$ cat src/rtl/alu_pkg.sv
// alu_pkg: shared constants for the registered ALU.
//   ALU_WIDTH   default operand/result width
//   OP_*        4-bit operation select encodings
package alu_pkg;

   localparam int ALU_WIDTH = 8;

   localparam logic [3:0] OP_ADD  = 4'd0;
   localparam logic [3:0] OP_SUB  = 4'd1;
   localparam logic [3:0] OP_MUL  = 4'd2;
   localparam logic [3:0] OP_DIV  = 4'd3;
   localparam logic [3:0] OP_SHL  = 4'd4;
   localparam logic [3:0] OP_SHR  = 4'd5;
   localparam logic [3:0] OP_ROL  = 4'd6;
   localparam logic [3:0] OP_ROR  = 4'd7;
   localparam logic [3:0] OP_AND  = 4'd8;
   localparam logic [3:0] OP_OR   = 4'd9;
   localparam logic [3:0] OP_XOR  = 4'd10;
   localparam logic [3:0] OP_NOR  = 4'd11;
   localparam logic [3:0] OP_NAND = 4'd12;
   localparam logic [3:0] OP_XNOR = 4'd13;
   localparam logic [3:0] OP_GT   = 4'd14;
   localparam logic [3:0] OP_EQ   = 4'd15;

endpackage

$ cat src/rtl/alu_comb.sv
// alu_comb: combinational datapath of the ALU.
//   a, b        unsigned operands
//   sel         operation select (alu_pkg OP_*)
//   result_nxt  operation result, modulo 2^WIDTH
//   carry_nxt   carry / borrow / overflow / divide-error flag
module alu_comb
   import alu_pkg::*;
#(
   parameter int WIDTH = ALU_WIDTH
) (
   input  logic [WIDTH-1:0] a,
   input  logic [WIDTH-1:0] b,
   input  logic [3:0]       sel,
   output logic [WIDTH-1:0] result_nxt,
   output logic             carry_nxt
);

   logic [WIDTH:0]     sum;
   logic [WIDTH:0]     diff;
   logic [2*WIDTH-1:0] prod;

   // One extra bit on add/sub exposes carry and borrow directly.
   assign sum  = {1'b0, a} + {1'b0, b};
   assign diff = {1'b0, a} - {1'b0, b};
   assign prod = {{WIDTH{1'b0}}, a} * {{WIDTH{1'b0}}, b};

   always_comb begin
      result_nxt = '0;
      carry_nxt  = 1'b0;
      case (sel)
         OP_ADD: begin
            result_nxt = sum[WIDTH-1:0];
            carry_nxt  = sum[WIDTH];
         end
         OP_SUB: begin
            result_nxt = diff[WIDTH-1:0];
            carry_nxt  = diff[WIDTH];
         end
         OP_MUL: begin
            result_nxt = prod[WIDTH-1:0];
            carry_nxt  = |prod[2*WIDTH-1:WIDTH];
         end
         OP_DIV: begin
            // Divide by zero is flagged and forced to all ones so no X escapes.
            if (b == '0) begin
               result_nxt = '1;
               carry_nxt  = 1'b1;
            end else begin
               result_nxt = a / b;
            end
         end
         OP_SHL: begin
            result_nxt = {a[WIDTH-2:0], 1'b0};
            carry_nxt  = a[WIDTH-1];
         end
         OP_SHR: begin
            result_nxt = {1'b0, a[WIDTH-1:1]};
            carry_nxt  = a[0];
         end
         OP_ROL: begin
            result_nxt = {a[WIDTH-2:0], a[WIDTH-1]};
            carry_nxt  = a[WIDTH-1];
         end
         OP_ROR: begin
            result_nxt = {a[0], a[WIDTH-1:1]};
            carry_nxt  = a[0];
         end
         OP_AND:  result_nxt = a & b;
         OP_OR:   result_nxt = a | b;
         OP_XOR:  result_nxt = a ^ b;
         OP_NOR:  result_nxt = ~(a | b);
         OP_NAND: result_nxt = ~(a & b);
         OP_XNOR: result_nxt = ~(a ^ b);
         OP_GT:   result_nxt[0] = (a > b);
         OP_EQ:   result_nxt[0] = (a == b);
         default: begin
            result_nxt = '0;
            carry_nxt  = 1'b0;
         end
      endcase
   end

endmodule

$ cat src/rtl/alu.sv
// alu: registered ALU, one-cycle latency, new operation every cycle.
//   clk        clock, rising edge
//   rst        synchronous active-high reset
//   a, b       unsigned operands
//   alu_sel    operation select (alu_pkg OP_*)
//   result     registered result
//   carry_out  registered carry / borrow / error flag
//   zero       registered, 1 when result is all zeros
module alu
   import alu_pkg::*;
#(
   parameter int WIDTH = ALU_WIDTH
) (
   input  logic             clk,
   input  logic             rst,
   input  logic [WIDTH-1:0] a,
   input  logic [WIDTH-1:0] b,
   input  logic [3:0]       alu_sel,
   output logic [WIDTH-1:0] result,
   output logic             carry_out,
   output logic             zero
);

   logic [WIDTH-1:0] result_nxt;
   logic             carry_nxt;

   alu_comb #(.WIDTH(WIDTH)) u_alu_comb (
      .a          (a),
      .b          (b),
      .sel        (alu_sel),
      .result_nxt (result_nxt),
      .carry_nxt  (carry_nxt)
   );

   // zero is registered alongside result so both always describe the same op.
   always_ff @(posedge clk) begin
      if (rst) begin
         result    <= '0;
         carry_out <= 1'b0;
         zero      <= 1'b1;
      end else begin
         result    <= result_nxt;
         carry_out <= carry_nxt;
         zero      <= (result_nxt == '0);
      end
   end

endmodule

$ cat config.mk
export PLATFORM = sky130hd
export DESIGN_NAME = alu
export DESIGN_NICKNAME = d
export VERILOG_FILES = /design/src/rtl/alu_pkg.sv /design/src/rtl/alu_comb.sv /design/src/rtl/alu.sv
export SDC_FILE = /design/constraint.sdc
export NUM_CORES = 1
export LEC_CHECK = 0
export CAP_MARGIN = 20
export CORE_UTILIZATION = 30
export DETAILED_ROUTE_END_ITERATION = 7
export PLACE_DENSITY = 0.47
export SYNTH_ARGS = -nofsm -noshare
export SYNTH_HDL_FRONTEND = slang
export SYNTH_SLANG_ARGS = --single-unit
$ cat constraint.sdc
create_clock -name clk -period 16.95 [get_ports clk]
set_input_delay 3.39 -clock clk [delete_from_list [all_inputs] [get_ports clk]]
set_output_delay 3.39 -clock clk [all_outputs]
set_load 0.01 [all_outputs]
==> results.toml, run 1 <==
[timing]
slew_viol_final = 0
period_share_pct = 92.2
setup_slack_ps = 1320
finalHoldViolCount = 0
max_freq_ghz = 0.0640
tns_ps = 0
rsz0062_at_grt = "false"
max_slew_margin_pct = 41.1
finalSetupViolCount = 0
fin_crit_ps = 15630
worst_pin_slew_ps = 861

[synth]
netlist_instances = 714
ys_ff_latch = 10
synth.top_cell.area_share_pct = 22.7
synth_area_per_cell_sq_um = 7.66
ys_async_sr_fraction_pct = 0
yosysSeqAreaShare_pct = 3.66
synth_area_sq_um = 5470
yosys-top-cells-area = "ha_1 (23%), fa_1 (14%), nor2_1 (6.5%)"
ys_types = 73
yosys_warnings = 0
syn-num-nets = 873
synth_edf_count = 0
synth_top_area_cell = "ha_1"
ys.flop_type = "dfxtp_1"

[place]
dpl_worst_slack_ps = 1090
place_area_sq_um = 6030
port_buffers = 31
hpwl_mm = 14.7
gp_congestion = 0.932

[grt]
grt.overflow.total = 0
grtUsageTotal_pct = 21.2
grt_start_max_net_pins = 39
antenna_found_initial = 0
grt_pass1_wl_mm = 30.4
grt_pass1_vias = 5393

[clock_tree]
h-tree-depth = 1
cts_made_buffers = 3
postCtsResizedCells = 0
ctsHoldBuffers = 0
tritoncts = "done"
ctsRootBufferMaster = "clkbuf_16"
clk_pin_slew_worst_paths_ps = 40
clock_path_buffers = 2
clock-sinks = 10
postCtsSetupRepairBufs = 0

[drt]
avgViaCountPerCell = 5.62
antenna_left = 0
dr.pass1.iters = 5
first_iter_violations = 464
routedWlPerCell_microns = 19.9
drc = 0
drt-total-wl_mm = 19.0
vias = 5375

[min_path]
holdPathStages = 2
hold_path_class = "input pin to register"

[worst_setup_path]
crit_type = "input pin to register"
critPathCaptureType = "register"
crit_fanout = 10
crit_cells = 47
critPathMaxStageDelay_ps = 630
crit_arrival_ps = 15740
critPathSlowestCell = "or4_4"
path_delay_family = "compound AO/OA/AOI/OAI gates"
worstPathRequired_ps = 17060
critPathMostFrequentCell = "a21oi_1"
worst-path-buf-inv = 1
crit_path_start_kind = "input pin"

[cells_and_area]
final_cell_area_sq_um = 6120
utilization_pct = 34.9
final_common_cell = "ha_1"
drive_gt1_share_pct = 6.57
syn2layout_area_growth_pct = 11.9
antenna_cells = 0
final_cell_mix = "ha_1 (99), nor2_1 (95), inv_1 (77)"
nNetsFinal = 891

[status]
outcome = "complete, no violations"

[floorplanning]
initial_utilization_pct = 31.2
ioPinCount = 32
die_y_microns = 137
rows = 48
fp.coreArea_sq_um = 17500
dieArea_sq_um = 18800
die_w_microns = 137

[pwr]
powerDensity_nw_per_um2 = 64.7
irDropWorstVdd_mv = 0.0809
p_leak_uw = 0.00279

[run]
cap_viol_max_count = 0
state kept, by name (all words and copies together), names as in the netlist:
name / cells
carry_out: 1
zero: 1
result: 8
worst paths after layout:
kind | from | end | slack, ps
max | b[6] | zero | 1320
min | rst | result[0] | 3860
cell families after synthesis:
family                   Yosys count  share of synthesized area [%]
buffers and inverters            116                           8.13
adder cells (fa/ha/maj)          137                           36.6
flip-flops                        10                           3.66
XOR/XNOR                          37                           5.93
AO/OA/AOI/OAI                    173                           21.9
AND/OR/NAND/NOR                  221                           19.6
multiplexers                      20                           4.21
synth_stat cells, drive strengths merged, types with 7 or more instances:
cell type	count
o21a	8
o211ai	7
xor2	14
a21o	12
a21oi	40
buf	7
nor3	19
a31oi	9
ha	99
xnor2	23
nand2	34
o22ai	7
nand3	9
nand2b	8
nor2	97
a211oi	11
fa	38
inv	77
clkinv	8
o21ai	26
nor4	9
clkbuf	24
dfxtp	10
mux2	15
area by class of cell:
| type | instances | area, sq um |
|---|---|---|
| well taps | 225 | 282 |
| multi-input cells | 588 | 4820 |
| flip-flops and latches | 10 | 200 |
| clock buffers | 4 | 88.8 |
| inverters | 85 | 319 |
| repair buffers | 44 | 408 |
| fillers | 1865 | 11400 |
stage by stage:
stage                     power [uW]  instances  hold WS [ps]
after floorplan                  263        714          3470
after global placement           342        952          4130
after detailed placement         348        952          4110
after CTS                        397        956          3870
after global routing             442        956          3920
final                            396        956          3860
per-layer routing:
metal | track usage (%) | wire [microns] | up-vias
met1 | 28.5 | 8640 | 2604
li1 | - | - | 2570
met2 | 36.0 | 8860 | 165
met3 | 1.04 | 865 | 36
met4 | 6.65 | 609 | 0
met5 | 0 | 0 | -
report_power, final:
| group | total (uW) | switching (uW) | internal (uW) |
|---|---|---|---|
| Clock | 47.1 | 11.6 | 35.5 |
| Combinational | 322 | 185 | 137 |
| Sequential | 26.7 | 0.541 | 26.1 |
| Total | 396 | 197 | 199 |
(Power assumes the default switching activity.)
==> run 2: changes to the inputs <==
- SKIP_CTS_REPAIR_TIMING: not set -> 1
==> results of run 2 <==
No change in the layout: final DEF, timing and power equal those of run 1.
==> run 3: changes to the inputs <==
- TNS_END_PERCENT: not set -> 10
==> results of run 3 <==
No change in the layout: final DEF, timing and power equal those of run 1.
